File: config.mk
export PLATFORM = sky130hd
export DESIGN_NAME = phy_mgmt_ctrl
export DESIGN_NICKNAME = d
export VERILOG_FILES = /design/src/rtl/phy_mgmt_ctrl.sv
export SDC_FILE = /design/constraint.sdc
export NUM_CORES = 1
export LEC_CHECK = 0
export BUFFER_PORTS_ARGS = -buffer_cell sky130_fd_sc_hd__clkbuf_2
export CAP_MARGIN = 5
export CORE_ASPECT_RATIO = 0.75
export CORE_MARGIN = 3
export CORE_UTILIZATION = 49
export DETAILED_ROUTE_END_ITERATION = 8
export GPL_ROUTABILITY_DRIVEN = 0
export MAX_ROUTING_LAYER = met4
export PLACE_DENSITY = 0.64
export SYNTH_ARGS = -nofsm -noshare
export SYNTH_HDL_FRONTEND = slang
export SYNTH_SLANG_ARGS = --single-unit
File: constraint.sdc
create_clock -name sys_clk -period 4.6 [get_ports sys_clk]
set_input_delay 0.23 -clock sys_clk [delete_from_list [all_inputs] [get_ports sys_clk]]
set_output_delay 0.23 -clock sys_clk [all_outputs]
set_load 0.005 [all_outputs]
File: src/rtl/phy_mgmt_ctrl.sv
// PHY management: sequences the PHY hardware reset, then runs one clause-22 MDIO frame per accepted command.
// Accept to rsp_valid is 128*CLK_DIV+1 cycles; cmd_ready stays low from accept until the cycle after rsp_valid.
module phy_mgmt_ctrl #(
  parameter int CLK_DIV  = 25,
  parameter int RST_HOLD = 1_000_000,
  parameter int RST_WAIT = 5_000_000
) (
  input  logic        sys_clk,
  input  logic        sys_rst,
  input  logic        cmd_valid,
  output logic        cmd_ready,
  input  logic        cmd_write,
  input  logic [4:0]  cmd_phy_addr,
  input  logic [4:0]  cmd_reg_addr,
  input  logic [15:0] cmd_wdata,
  output logic        rsp_valid,
  output logic [15:0] rsp_rdata,
  output logic        phy_ready,
  output logic        phy_rst_n,
  output logic        mdc,
  output logic        mdio_o,
  output logic        mdio_oe,
  input  logic        mdio_i
);

  localparam int PW = $clog2(2 * CLK_DIV);
  localparam logic [PW-1:0] PH_LAST   = PW'(2 * CLK_DIV - 1);
  localparam logic [PW-1:0] PH_HALF   = PW'(CLK_DIV);
  localparam logic [PW-1:0] PH_SAMPLE = PW'(CLK_DIV - 1);

  typedef enum logic [2:0] {
    S_RST_HOLD, S_RST_WAIT, S_IDLE, S_PRE, S_HDR, S_TA, S_DATA, S_DONE
  } state_t;

  state_t        state, next_state;
  logic [31:0]   rst_cnt, next_rst_cnt;
  logic [PW-1:0] ph, next_ph;
  logic [5:0]    bit_cnt, next_bit_cnt;
  logic          bit_end, frame_next;
  logic [31:0]   tx_sr;
  logic [15:0]   rx_sr;
  logic          op_write;
  logic          mdio_meta, mdio_sync;

  function automatic logic in_frame(input state_t s);
    return (s == S_PRE) || (s == S_HDR) || (s == S_TA) || (s == S_DATA);
  endfunction

  assign cmd_ready = (state == S_IDLE);
  assign rsp_valid = (state == S_DONE);

  always_ff @(posedge sys_clk or posedge sys_rst) begin
    if (sys_rst) begin
      state   <= S_RST_HOLD;
      rst_cnt <= '0;
      ph      <= '0;
      bit_cnt <= '0;
    end else begin
      state   <= next_state;
      rst_cnt <= next_rst_cnt;
      ph      <= next_ph;
      bit_cnt <= next_bit_cnt;
    end
  end

  always_comb begin
    next_state   = state;
    bit_end      = (ph == PH_LAST);
    case (state)
      S_RST_HOLD: if (rst_cnt == 32'(RST_HOLD - 1)) next_state = S_RST_WAIT;
      S_RST_WAIT: if (rst_cnt == 32'(RST_WAIT - 1)) next_state = S_IDLE;
      S_IDLE:     if (cmd_valid) next_state = S_PRE;
      S_PRE:      if (bit_end && bit_cnt == 6'd31) next_state = S_HDR;
      S_HDR:      if (bit_end && bit_cnt == 6'd13) next_state = S_TA;
      S_TA:       if (bit_end && bit_cnt == 6'd1)  next_state = S_DATA;
      S_DATA:     if (bit_end && bit_cnt == 6'd15) next_state = S_DONE;
      S_DONE:     next_state = S_IDLE;
      default:    next_state = S_RST_HOLD;
    endcase

    next_rst_cnt = '0;
    if (next_state == state && (state == S_RST_HOLD || state == S_RST_WAIT))
      next_rst_cnt = rst_cnt + 32'd1;

    // Phase and per-state bit counters restart whenever the frame section changes.
    frame_next   = in_frame(next_state);
    next_ph      = '0;
    next_bit_cnt = '0;
    if (frame_next && in_frame(state)) begin
      next_ph = bit_end ? '0 : ph + PW'(1);
      if (!bit_end)
        next_bit_cnt = bit_cnt;
      else if (next_state == state)
        next_bit_cnt = bit_cnt + 6'd1;
    end
  end

  always_ff @(posedge sys_clk or posedge sys_rst) begin
    if (sys_rst) begin
      mdio_meta <= 1'b1;
      mdio_sync <= 1'b1;
    end else begin
      mdio_meta <= mdio_i;
      mdio_sync <= mdio_meta;
    end
  end

  // Pin outputs are registered from next-state values so mdc cannot glitch.
  always_ff @(posedge sys_clk or posedge sys_rst) begin
    if (sys_rst) begin
      phy_rst_n <= 1'b0;
      phy_ready <= 1'b0;
      mdc       <= 1'b0;
      mdio_o    <= 1'b1;
      mdio_oe   <= 1'b0;
      rsp_rdata <= '0;
      tx_sr     <= '0;
      rx_sr     <= '0;
      op_write  <= 1'b0;
    end else begin
      if (state == S_RST_HOLD && next_state == S_RST_WAIT) phy_rst_n <= 1'b1;
      if (state == S_RST_WAIT && next_state == S_IDLE)     phy_ready <= 1'b1;

      mdc <= frame_next && (next_ph >= PH_HALF);

      if (state == S_IDLE && next_state == S_PRE) begin
        tx_sr    <= {2'b01, (cmd_write ? 2'b01 : 2'b10), cmd_phy_addr, cmd_reg_addr,
                     2'b10, cmd_wdata};
        rx_sr    <= '0;
        op_write <= cmd_write;
      end

      if (!frame_next) begin
        mdio_oe <= 1'b0;
        mdio_o  <= 1'b1;
      end else if (next_ph == '0) begin
        case (next_state)
          S_PRE: begin
            mdio_oe <= 1'b1;
            mdio_o  <= 1'b1;
          end
          S_HDR: begin
            mdio_oe <= 1'b1;
            mdio_o  <= tx_sr[31];
            tx_sr   <= {tx_sr[30:0], 1'b0};
          end
          default: begin
            mdio_oe <= op_write;
            mdio_o  <= op_write ? tx_sr[31] : 1'b1;
            tx_sr   <= {tx_sr[30:0], 1'b0};
          end
        endcase
      end

      if (state == S_DATA && !op_write && ph == PH_SAMPLE)
        rx_sr <= {rx_sr[14:0], mdio_sync};

      if (state == S_DATA && next_state == S_DONE)
        rsp_rdata <= op_write ? 16'h0000 : rx_sr;
    end
  end

endmodule

# After elaboration in Yosys (flattened, before gate mapping)
# Index checks and enable logic that the tools add are counted.
[word_totals] reg_bits=119 latch_bits=0 ramBits=0 romBits=0 input_bits=31 out_inout_bits=23 elab_cells=98 mem_count=0
[op_classes] addsub=3 mul=0 div=0 order_cmp=1 eq_ne=25 n_shift=0 mux=29 bitwise=0 n_reduce_logical=25
[op_table] op="2-to-1 mux 32 bit" count=5
[op_table] op="2-to-1 mux 16 bit" count=3
[op_table] op="adder 32 x 1 -> 32 bit, second input constant" count=1
[op_table] op="== test 32 x 20 -> 1 bit, second input constant" count=1
[op_table] op="== test 32 x 23 -> 1 bit, second input constant" count=1
[op_table] op="2-to-1 mux 6 bit" count=5
[op_table] op="== test 3 bit, second input constant" count=8
[op_table] op="one-hot mux 3 bit (8 select lines)" count=1
[op_table] op="2-to-1 mux 3 bit" count=7
[op_table] op="logical AND 1 bit" count=13
[op_table] op="adder 6 x 1 -> 6 bit, second input constant" count=2
[op_table] op="== test 3 x 2 -> 1 bit, second input constant" count=4
[op_table] op="== test 6 x 4 -> 1 bit, second input constant" count=2
[op_table] op="== test 6 x 5 -> 1 bit, second input constant" count=2
[op_table] op="logical OR 1 bit" count=7
[op_table] op="== test 3 x 1 -> 1 bit, second input constant" count=2
[op_table] op="== test 6 x 1 -> 1 bit, second input constant" count=1
[op_table] op="== test 6 bit, second input constant" count=1
[op_table] op="greater-or-equal comparator 6 x 5 -> 1 bit, second input constant" count=1
[op_table] op="zero test 6 bit" count=1
[op_table] op="2-to-1 mux 1 bit" count=6
[op_table] op="== test 3 bit" count=1
[op_table] op="zero test 3 bit" count=1
[op_table] op="2-to-1 mux 2 bit" count=1
[op_table] op="other kinds (6)" count=6

# Longest topological paths before layout
# Gate-level depths: netlist (run 1).
[logic_depth] word_depth=13 depth_mapped=11 mapped_depth_nobuf=9

# Worst setup path after synthesis (run 1)
# Ideal clock, no wire load.
[synth_timing] kind="register to register" startpoint="reg ph[1]" endpoint="reg rst_cnt[8]" setup_time_ps=119 t_arrival_ps=2072 required_ps=4481 setup_slack_ps=2409 stages_incl_launch_ff=11 n_path_buf=1 period_less_slack_ps=2191 path_cell_list="dfrtp_1 -> inv_1 -> ha_1 -> or3b_1 -> nor2_2 -> a311o_1 -> o211ai_2 -> mux2_4 -> nand2_4 -> buf_6 -> nor2_1"
[synth_between] elab_chain_cells=7 word_cells_on_any_way=13 classes_between="eq/ne (2); mux (6); reduce/logical (5)"
[synth_rtl] element="start, declared" line="37" text="logic [PW-1:0] ph, next_ph;"
[synth_rtl] element="start signal, assigned" line="61" text="ph <= next_ph;"
[synth_rtl] element="== test 6 bit *" line="68" text="bit_end = (ph == PH_LAST);"
[synth_rtl] element="logical AND 1 bit (on tied branches)"
[synth_rtl] element="2-to-1 mux 3 bit (on tied branches)"
[synth_rtl] element="one-hot mux 3 bit (8 select lines) *" line="69" text="case (state)"
[synth_rtl] element="== test 3 bit *" line="82" text="if (next_state == state && (state == S_RST_HOLD || state == S_RST_WAIT))"
[synth_rtl] element="logical AND 1 bit *" line="82"
[synth_rtl] element="2-to-1 mux 32 bit *" line="82"
[synth_rtl] element="via next_rst_cnt[8]" line="36" text="logic [31:0] rst_cnt, next_rst_cnt;"
[synth_rtl] element="end signal, assigned" line="60" text="rst_cnt <= next_rst_cnt;"
[synth_rtl] element="end, declared" line="36"
# Mark *: on every way through the listed nets, which the timed path passes. The rest lies on a longest branch.
# A chain may end at the register's enable or synchronous reset.

# Worst setup path in the final report (run 1)
[layout_timing] startpoint="reg ph[1]" endpoint="reg tx_sr[29]"
[layout_between] elab_chain_cells=13 word_cells_on_any_way=27 classes_between="add/sub (1); eq/ne (5); mux (11); reduce/logical (10)"
[layout_rtl] element="== test 6 bit" line="68"
[layout_rtl] element="logical AND 1 bit (on tied branches)"
[layout_rtl] element="2-to-1 mux 3 bit (on tied branches)"
[layout_rtl] element="one-hot mux 3 bit (8 select lines)" line="69"
[layout_rtl] element="== test 3 x 2 -> 1 bit or == test 3 bit (tied branches)" line="46, 126, 137"
[layout_rtl] element="logical OR 1 bit (3 in series)" line="46" text="return (s == S_PRE) || (s == S_HDR) || (s == S_TA) || (s == S_DATA);"
[layout_rtl] element="logical AND 1 bit" line="89" text="if (frame_next && in_frame(state)) begin"
[layout_rtl] element="2-to-1 mux 6 bit" line="89"
[layout_rtl] element="zero test 6 bit" line="136" text="end else if (next_ph == '0) begin"
[layout_rtl] element="2-to-1 mux 32 bit" line="136"
[layout_rtl] element="2-to-1 mux 32 bit *" line="133" text="if (!frame_next) begin"
[layout_rtl] element="end signal, assigned" line="127" text="tx_sr <= {2'b01, (cmd_write ? 2'b01 : 2'b10), cmd_phy_addr, cmd_reg_addr,"
[layout_rtl] element="end signal, assigned" line="145" text="tx_sr <= {tx_sr[30:0], 1'b0};"
[layout_rtl] element="end signal, assigned" line="150" text="tx_sr <= {tx_sr[30:0], 1'b0};"
[layout_rtl] element="end, declared" line="40" text="logic [31:0] tx_sr;"
# Every way passes the cells marked *; elsewhere a longest branch is shown, timed or not.

==> impl_metrics.env, run 1 <==
export IMPL_hp_class="in2async"
export IMPL_port_buffers=53
export IMPL_die_y_um=99.1
export IMPL_rows=33
export IMPL_multi_input_area_sq_um=2380
export IMPL_maxCapViolations=0
export IMPL_worstSkewPairLatency_ns=0.41
export IMPL_clkSinkCount=119
export IMPL_wl_per_cell_um=15.1
export IMPL_core_area_sq_um=11100
export IMPL_antenna_left=0
export IMPL_period_minus_slack_ns=3.01
export IMPL_avgViaCountPerCell=5.45
export IMPL_clockBufferDepth=2
export IMPL_synth_flop_cell="dfrtp_1"
export IMPL_syn_area_sq_um=5660
export IMPL_place_ws_ns=1.61
export IMPL_finClkSkew_ns=0.00970
export IMPL_synth_area_per_cell_sq_um=9.45
export IMPL_synthArstFlopShare_pct=100
export IMPL_clkPwrFrac_pct=54.8
export IMPL_slew_violations=0
export IMPL_drt_iter0_markers=421
export IMPL_drt_wl_total_mm=12.0
export IMPL_cts_tree="yes"
export IMPL_ys_warn_count=0
export IMPL_hold_viol=0
export IMPL_first_pass_iters=5
export IMPL_area_delta_synth_final_pct=16.1
export IMPL_chipWidth_um=130
export IMPL_post_synth_num_cell_types=58
export IMPL_power_density_nw_per_um2=365
export IMPL_die_area_sq_um=12900
export IMPL_seq_area_sq_um=2980
export IMPL_dp_hpwl_mm=7.66
export IMPL_synth_edff_count=0
export IMPL_grt_pass1_vias=4222
export IMPL_p_seq_share_pct=43.7
export IMPL_fin_crit_sh_pct=65.3
export IMPL_tns_ns=0
export IMPL_max_freq_mhz=333
export IMPL_gr_total_overflow=0
export IMPL_seq_area_frac_synth_pct=52.7
export IMPL_final_setup_viol_count=0
export IMPL_cellLeakagePower_nw=3.09
export IMPL_clkSlewWorstSetupHoldPaths_ns=0.06
export IMPL_switchingPower_mw=0.522
export IMPL_grt_usage_pct=20.7
export IMPL_power_frac_comb_pct=1.4
export IMPL_start_util_pct=50.9
export IMPL_cts_root_buf="clkbuf_16"
export IMPL_n_fill_cell=934
export IMPL_pin_count=54
export IMPL_setup_ws_ns=1.59
export IMPL_crit_required_ns=4.89
export IMPL_vias=4336
export IMPL_ys_seq_elements=119
export IMPL_ir_drop_mv=0.254
export IMPL_start_kind="register"
export IMPL_grt_max_degree=82
export IMPL_path_class="reg2reg"
export IMPL_drive_gt1_share_pct=16.6
export IMPL_cts_max_level=4
export IMPL_maxSlewHeadroom_pct=28.1
export IMPL_worst_ep_arrival_time_ns=3.29
export IMPL_syn_inst=599
export IMPL_diodes=0
export IMPL_drc=0
export IMPL_fin_nets=679
export IMPL_antenna_found_initial=0
export IMPL_grt_setup_unrepaired="false"
export IMPL_cp_max_fo=35
export IMPL_grt_pass1_wl_mm=20.8
export IMPL_p_int_mw=1.88
export IMPL_end_kind="register"
export IMPL_worst_pin_slew_ns=1.08
export IMPL_numCtsBuffers=17
export IMPL_swShare_pct=21.8
export IMPL_ctsResizeCount=0
export IMPL_syn_num_nets=636
export IMPL_status="complete, no violations"
[what timing repair did]
item                                   in CTS  in global routing
buffers inserted                            0                  0
endpoints found under the hold margin       1                  0
hold buffers                                1                  0
[sequential cells by signal, summed over array words and instances, names as in the netlist, 3 cells and up]
name       count
ph             6
rx_sr         16
bit_cnt        6
rst_cnt       32
rsp_rdata     16
tx_sr         32
state          3
[area by class of cell]
class                   count  share of cell area, %
well taps                 140                   2.67
clock buffers              19                   6.74
multi-input cells         412                   36.2
flip-flops and latches    119                   45.4
inverters                  32                   1.87
repair buffers             60                   4.88
clock inverters            13                   2.23
[kinds of logic after synthesis]
family	share of synthesized area, %
muxes	0.641
buffers and inverters	5.40
DFF	52.7
xor gates and xnor gates	6.04
AOI/OAI and AO/OA	13.3
and+or+nand+nor	20.6
adders and majority gates	1.33
[power groups by stage]
stage	registers (mW)	clock network [mW]	logic, mW
final	1.05	1.32	0.0341
after global routing	1.05	1.39	0.0402
after CTS	1.05	1.34	0.0363
after detailed placement	1.07	0	0.0356
after global placement	1.07	0	0.0358
after floorplan	1.07	0	0.0154
[synthesized netlist by cell type, types with 4 or more instances]
cell / n / share of area [%]
o31ai_1: 16 / 2.1
o41ai_1: 16 / 2.5
a31oi_1: 27 / 3.0
nand3_1: 15 / 1.3
buf_6: 4 / 0.80
nand4_1: 14 / 1.5
and2_1: 7 / 0.77
nand2_1: 91 / 6.0
a21oi_1: 5 / 0.44
buf_2: 7 / 0.62
nor3_1: 10 / 0.88
nor2_1: 87 / 5.8
o21ai_0: 21 / 1.9
ha_1: 6 / 1.3
clkbuf_1: 22 / 1.5
and3_1: 8 / 0.88
xor2_1: 22 / 3.4
dfrtp_1: 116 / 51
nor4_1: 6 / 0.66
inv_1: 32 / 2.1
xnor2_1: 17 / 2.6
[worst max-delay path, stage by stage (launching register included)]
cell	delay, ns
dfrtp_1	0.39
inv_1	0.08
ha_1	0.14
or3b_1	0.38
nor2_2	0.27
a311o_1	0.26
a21bo_1	0.13
buf_4	0.33
o211ai_4	0.34
buf_4	0.34
o211ai_1	0.11
o21ai_1	0.10
[per-stage QoR]
step	utilization, %	power [mW]	cells	hold slack, ns	instance area, sq um
2_1_floorplan	-	1.08	599	0.234	5660
3_3_place_gp	53.8	1.10	762	0.335	5970
3_5_place_dp	53.8	1.10	762	0.336	5970
4_1_cts	59.2	2.42	795	0.0331	6570
5_1_grt	59.2	2.48	795	0.0472	6570
6_report	59.2	2.40	795	0.0458	6570
[per-layer routing]
| metal | global-route usage [%] | vias to the layer above | share of wire, % |
|---|---|---|---|
| met1 | 31.3 | 2096 | 51 |
| met5 | - | - | 0 |
| met3 | 5.20 | 15 | 4.5 |
| met4 | 5.51 | 0 | 1.2 |
| li1 | - | 2146 | - |
| met2 | 27.8 | 79 | 43 |
[cell usage in the layout, fill, tap and decap left out, drive strengths merged, types with 2 or more instances in the layout]
cell and n:
o211ai 3, dfrtp 116, buf 6, and4 3
clkinvlp 2, and3 8, clkbuf 72, or2 2
nor4 6, nand4 14, nor3b 2, xnor2 17
clkinv 6, bufinv 2, a31oi 27, inv 35
a31o 3, xor2 22, nor2 88, nand3 15
a21oi 5, mux2 2, and2 7, o21ai 24
dfstp 3, o41ai 16, nor3 11, nand2 92
o31ai 16, ha 6, nand2b 3
[final timing paths]
check / from / end / slack, ns / cells after the start
worst min register to register: mdio_meta / mdio_sync / 0.35 / 0
worst min-delay path: sys_rst / rst_cnt[31] / 0.05 / 2
worst max register to register: ph[1] / tx_sr[29] / 1.59 / 11
max in group asynchronous: sys_rst / mdio_o / 3.48 / 3
worst max-delay path: ph[1] / tx_sr[29] / 1.59 / 11
min in group sys_clk: cmd_reg_addr[3] / tx_sr[21] / 0.05 / 3
Note: power is estimated with default switching activity, not from simulation.
==> inputs of run 2 (changes only) <==
Clock period 4.6 ns to 2.9 ns, I/O delays scaled along.
==> run 2 against run 1 <==
- hold slack gained 0.0025 ns
- register-to-register slack lost 1.3 ns
- setup slack lost 1.3 ns
- highest routed layer unchanged
==> impl_metrics.env, run 2 (synthesis gave the netlist of run 1 again) <==
export IMPL_first_pass_iters=5
export IMPL_r2r_start="ph[1]"
export IMPL_maxSlewHeadroom_pct=53.9
export IMPL_maxCapViolations=0
export IMPL_p_int_mw=3.06
export IMPL_worstHoldStart="cmd_wdata[15]"
export IMPL_whs_ns=0.0483
export IMPL_grt_usage_pct=20.9
export IMPL_status="complete, no violations"
export IMPL_drive_gt1_share_pct=16.1
export IMPL_start_util_pct=50.9
export IMPL_port_buffers=53
export IMPL_clkSinkCount=119
export IMPL_finClkSkew_ns=0.00875
export IMPL_diodes=0
export IMPL_power_total_mw=3.82
export IMPL_drt_wl_total_mm=12.2
export IMPL_antenna_left=0
export IMPL_start_kind="register"
export IMPL_cts_tree="yes"
export IMPL_cellLeakagePower_nw=3.23
export IMPL_vias=4506
export IMPL_clkSlewWorstSetupHoldPaths_ns=0.06
export IMPL_hold_viol=0
export IMPL_drc=0
export IMPL_swShare_pct=20.0
export IMPL_hold_depth=3
export IMPL_r2r_end="rst_cnt[19]"
export IMPL_grt_pass1_vias=4197
export IMPL_cts_max_level=4
export IMPL_antenna_found_initial=0
export IMPL_avgViaCountPerCell=5.46
export IMPL_fin_nets=710
export IMPL_grt_max_degree=73
export IMPL_tns_ns=0
export IMPL_r2r_cells=9
export IMPL_crit_required_ns=3.18
export IMPL_pin_count=54
export IMPL_max_freq_mhz=391
export IMPL_fin_area_sq_um=6910
export IMPL_end_kind="register"
export IMPL_switchingPower_mw=0.763
export IMPL_clockBufferDepth=2
export IMPL_rows=33
export IMPL_wl_per_cell_um=14.7
export IMPL_path_class="reg2reg"
export IMPL_power_frac_comb_pct=2.3
export IMPL_final_setup_viol_count=0
export IMPL_dpl_cell_area_sq_um=6040
export IMPL_hp_class="in2reg"
export IMPL_top_regs="rst_cnt: 32 flops, tx_sr: 32 flops"
export IMPL_chipWidth_um=130
export IMPL_worst_ep_arrival_time_ns=2.84
export IMPL_cts_root_buf="clkbuf_16"
export IMPL_final_cell_mix="dfrtp_1, nand2_1, nor2_1"
export IMPL_grt_setup_unrepaired="false"
export IMPL_p_seq_share_pct=43.6
export IMPL_die_y_um=99.1
export IMPL_slew_violations=0
export IMPL_drt_iter0_markers=370
export IMPL_worst_pin_slew_ns=0.692
export IMPL_period_minus_slack_ns=2.56
export IMPL_grt_pass1_wl_mm=20.7
export IMPL_area_delta_synth_final_pct=22.0
export IMPL_die_area_sq_um=12900
export IMPL_clkPwrFrac_pct=54.1
export IMPL_numCtsBuffers=17
export IMPL_hold_end="tx_sr[15]"
export IMPL_cp_max_fo=31
export IMPL_fin_crit_sh_pct=88.1
export IMPL_regToRegSetupSlack_ns=0.34
export IMPL_ir_drop_mv=0.461
export IMPL_worstSkewPairLatency_ns=0.41
export IMPL_core_area_sq_um=11100
export IMPL_final_common_cell="dfrtp_1"
export IMPL_power_density_nw_per_um2=553
export IMPL_ctsResizeCount=0
export IMPL_gr_total_overflow=0
export IMPL_dp_hpwl_mm=7.57
## run 2: cell types whose count changed in the layout (fill, tap and decap cells not counted)
| cell | delta |
|---|---|
| clkbuf_1 | +2 |
| inv_6 | -3 |
| clkbuf_8 | +3 |
| clkinvlp_4 | +1 |
| inv_4 | -1 |
| buf_12 | +3 |
| buf_4 | +1 |
| clkinv_4 | -3 |
| dlygate4sd3_1 | +27 |
## run 2: power by group through the flow
stage / combinational [mW] / clock [mW] / sequential [mW]
6_report: 0.0875 / 2.07 / 1.67
5_1_grt: 0.0987 / 2.19 / 1.66
4_1_cts: 0.0897 / 2.11 / 1.66
3_5_place_dp: 0.0597 / 0 / 1.69
3_3_place_gp: 0.0592 / 0 / 1.69
2_1_floorplan: 0.0249 / 0 / 1.69
## run 2: worst max-delay path by stage
stage                             end  cells past startpoint  startpoint  slack (ns)
after floorplan            rst_cnt[8]                     10       ph[1]        0.71
after global routing        tx_sr[18]                     10       ph[1]        0.15
after global placement    rst_cnt[28]                      9       ph[1]        0.45
after CTS                  rst_cnt[2]                      9       ph[1]        0.34
after detailed placement  rst_cnt[14]                      9       ph[1]        0.35
final                     rst_cnt[19]                      9       ph[1]        0.34
## run 2: area by class of cell
type                            count  area [sq um]
Fill cell                         926          4200
Sequential cell                   119          2980
Multi-Input combinational cell    412          2380
Timing Repair Buffer               91           658
Clock buffer                       24           492
Tap cell                          140           175
Inverter                           32           124
Clock inverter                      7          93.8
## run 2: worst max-delay path: stages (launching register included)
cell	delay, ns
dfrtp_1	0.39
inv_1	0.08
ha_1	0.15
or3b_1	0.38
nor2_2	0.27
a311o_1	0.27
o211ai_2	0.15
mux2_4	0.36
nand2_4	0.28
nor2_1	0.10
## run 2: layer usage
layer | routed length (um) | track usage (%) | share of wire (%)
met1 | 6100 | 30.7 | 50
met2 | 5230 | 27.9 | 43
met3 | 603 | 5.63 | 5.0
met4 | 217 | 7.51 | 1.8
met5 | 0 | - | 0
## run 2: repair_timing
action / in CTS / in global routing
hold endpoints to repair: 48 / 0
hold buffers: 28 / 0
buffers inserted: 0 / 0
## run 2: metrics by stage
step                setup WS (ns)  utilization (%)  instances
global route                0.153             62.2        825
detailed placement          0.349             54.4        766
finish                      0.345             62.2        825
floorplan                   0.709                -        599
global placement            0.447             54.4        766
CTS                         0.341             62.2        825
==> inputs of run 3 (changes only) <==
Settings changed: ABC_AREA from default to 1, CORE_UTILIZATION 49 to 60, PLACE_DENSITY 0.64 to 0.76.
==> run 3 against run 2 <==
- sequential cell count unchanged
- critical path depth increased by 7
- sequential power about the same
- sequential share of layout area decreased by 0.23 points
- wire length increased by 7.7%
- synthesized cell count increased by 24%
- count of clock-buffer cells in the layout decreased by 4
- critical endpoint is now tx_sr[15]
==> impl_metrics.env, run 3 <==
export IMPL_status="complete, no violations"
export IMPL_max_stage_delay_ns=0.45
export IMPL_synth_commonest_cells="nand2_1, dfrtp_1, nor2_1, inv_1, nand3_1"
export IMPL_path_class="reg2reg"
export IMPL_crit_buf_inv=1
export IMPL_power_density_nw_per_um2=568
export IMPL_worstSkewPairLatency_ns=0.41
export IMPL_maxSlewHeadroom_pct=60.6
export IMPL_synth_area_leaders="dfrtp_1, nand2_1, nor2_1"
export IMPL_numCtsBuffers=17
export IMPL_post_synth_num_cell_types=41
export IMPL_slew_violations=0
export IMPL_syn_area_sq_um=5910
export IMPL_finClkSkew_ns=0.00913
export IMPL_start_kind="register"
export IMPL_fin_crit_sh_pct=93.0
export IMPL_chipWidth_um=121
export IMPL_vias=5000
export IMPL_die_y_um=92.0
export IMPL_seq_area_frac_synth_pct=50.4
export IMPL_synth_edff_count=0
export IMPL_yosysTopAreaCell="dfrtp_1"
export IMPL_grt_pass1_wl_mm=22.3
export IMPL_synth_xor_area_share_pct=4.30
export IMPL_antenna_found_initial=0
export IMPL_synth_compound_area_share_pct=6.67
export IMPL_n_fill_cell=695
export IMPL_ys_seq_elements=119
export IMPL_fin_nets=839
export IMPL_cts_root_buf="clkbuf_16"
export IMPL_ir_drop_mv=0.453
export IMPL_synth_flop_cell="dfrtp_1"
export IMPL_setup_ws_ns=0.202
export IMPL_synth_mux_area_share_pct=0
export IMPL_cts_tree="yes"
export IMPL_antenna_left=0
export IMPL_worst_path_max_delay_cell="dfrtp_1"
export IMPL_crit_chain="ha_1 > nand3_2 > nor2_4 > nand2_2 > nand2_1 > nand2_1 > nor2_2 > nand2_2 > nand2_1 > nand2_2 > nand2_4 > o311ai_4 > nand3b_4 > buf_4 > nand2_1 > nand2_1"
export IMPL_yosys_area_share_simple_pct=30.6
export IMPL_gr_total_overflow=0
export IMPL_worst_pin_slew_ns=0.582
export IMPL_crit_required_ns=3.24
export IMPL_rows=30
export IMPL_syn_inst=741
export IMPL_post_synth_fa_ha_maj_area_fraction_pct=1.27
export IMPL_ys_warn_count=0
export IMPL_crit_top_cell="nand2_1"
export IMPL_worst_ep_arrival_time_ns=3.04
export IMPL_diodes=0
export IMPL_hp_class="in2reg"
export IMPL_max_freq_mhz=371
export IMPL_maxCapViolations=0
export IMPL_wl_per_cell_um=13.9
export IMPL_tns_ns=0
export IMPL_syn_num_nets=778
export IMPL_avgViaCountPerCell=5.31
export IMPL_cellLeakagePower_nw=3.58
export IMPL_synth_top_family_by_area="simple AND/OR/NAND/NOR gates"
export IMPL_end_kind="register"
export IMPL_grt_pass1_vias=4608
export IMPL_synth_area_per_cell_sq_um=7.98
export IMPL_placedCellCount=906
export IMPL_clkSinkCount=119
export IMPL_synthArstFlopShare_pct=100
export IMPL_power_total_mw=3.94
export IMPL_die_area_sq_um=11100
export IMPL_drt_iter0_markers=376
export IMPL_cp_max_fo=13
export IMPL_port_buffers=53
export IMPL_hold_viol=0
export IMPL_grt_usage_pct=26.1
export IMPL_cts_max_level=4
export IMPL_dp_hpwl_mm=8.86
export IMPL_synth_most_common_cell="nand2_1"
export IMPL_place_ws_ns=0.167
export IMPL_first_pass_iters=5
export IMPL_final_common_cell="nand2_1"
export IMPL_grt_max_degree=52
export IMPL_start_util_pct=63.5
export IMPL_core_area_sq_um=9310
export IMPL_area_delta_synth_final_pct=17.4
export IMPL_pin_count=54
export IMPL_final_cells=942
export IMPL_drt_wl_total_mm=13.1
export IMPL_drc=0
export IMPL_dpl_cell_area_sq_um=6290
export IMPL_top_regs="rst_cnt: 32 flops, tx_sr: 32 flops"
export IMPL_fin_area_sq_um=6940
export IMPL_clockBufferDepth=2
export IMPL_synth_top_cell_area_share_pct=49.1
export IMPL_period_minus_slack_ns=2.70
export IMPL_drive_gt1_share_pct=15.5
export IMPL_final_cell_mix="nand2_1, dfrtp_1, nor2_1"
export IMPL_cp_top_family="simple AND/OR/NAND/NOR gates"
export IMPL_final_setup_viol_count=0
export IMPL_clkSlewWorstSetupHoldPaths_ns=0.05
## run 3: cell types whose count changed in the layout (fill, tap and decap cells not counted), moves of 8 or more
cell,before,now
nand2_1,91,278
inv_1,31,62
a31oi_1,27,0
dlygate4sd3_1,28,2
o41ai_1,16,0
o22ai_1,1,15
nand3_1,15,25
o21ai_0,21,13
## run 3: layout make-up
type / count / area (sq um) / area share, %
tap: 128 / 160 / 2.31
multi-input combinational: 526 / 2530 / 36.5
inverter: 71 / 275 / 3.97
clock buffer: 20 / 457 / 6.58
timing repair buffer: 67 / 388 / 5.59
sequential: 119 / 2980 / 43.0
clock inverter: 11 / 149 / 2.14
## run 3: metal layers
metal  share of wire (%)  up-vias  global-route usage (%)
met2                  45      139                    37.4
li1                    -     2451                       -
met5                   0        -                       -
met4                 1.2        0                    7.92
met1                  48     2398                    37.3
met3                 5.5       12                    6.23
## run 3: logic make-up (layout without fill, tap and decap cells)
logic type | count (synthesis) | in the layout
AND/OR/NAND/NOR | 435 | 435
flip-flops | 119 | 119
buffers and inverters | 96 | 169
AO/OA/AOI/OAI | 56 | 56
XOR/XNOR | 29 | 29
adder cells (fa/ha/maj) | 6 | 6
## run 3: timing repair
item | in CTS | in global routing
hold buffers | 2 | 0
endpoints found under the hold margin | 23 | 0
endpoints found under the setup margin | 0 | 28
resized for setup | 0 | 1
buffers inserted | 0 | 3
## run 3: power by group
part           leakage, nW  internal [mW]  switching, mW
registers             1.51           1.69         0.0172
clock network        0.288           1.39          0.740
logic                 1.78         0.0402         0.0650
total                 3.58           3.12          0.822
## run 3: worst reg2reg max path, delay by kind of cell, from the launching register on
family | cells | cell delay (ns)
AOI/OAI and AO/OA | 1 | 0.18
adders and majority gates | 1 | 0.22
buffers and inverters | 1 | 0.23
DFF | 1 | 0.45
and+or+nand+nor | 13 | 1.55
## run 3: path summary, 6_finish.rpt
check                          start            to  slack, ns  cells past startpoint
max                            ph[0]     tx_sr[15]       0.20                     16
max reg2reg                    ph[0]     tx_sr[15]       0.20                     16
min reg2reg                mdio_meta     mdio_sync       0.37                      0
min                        cmd_write      op_write       0.03                      3
min in group asynchronous    sys_rst  rsp_rdata[7]       0.32                      3
max in group asynchronous    sys_rst        mdio_o       1.82                      4
## run 3: through the flow
step	hold slack [ns]	util, %
2_1_floorplan	0.149	-
3_3_place_gp	0.205	67.6
3_5_place_dp	0.203	67.6
4_1_cts	0.0216	74.3
5_1_grt	0.0347	74.6
6_report	0.0322	74.6
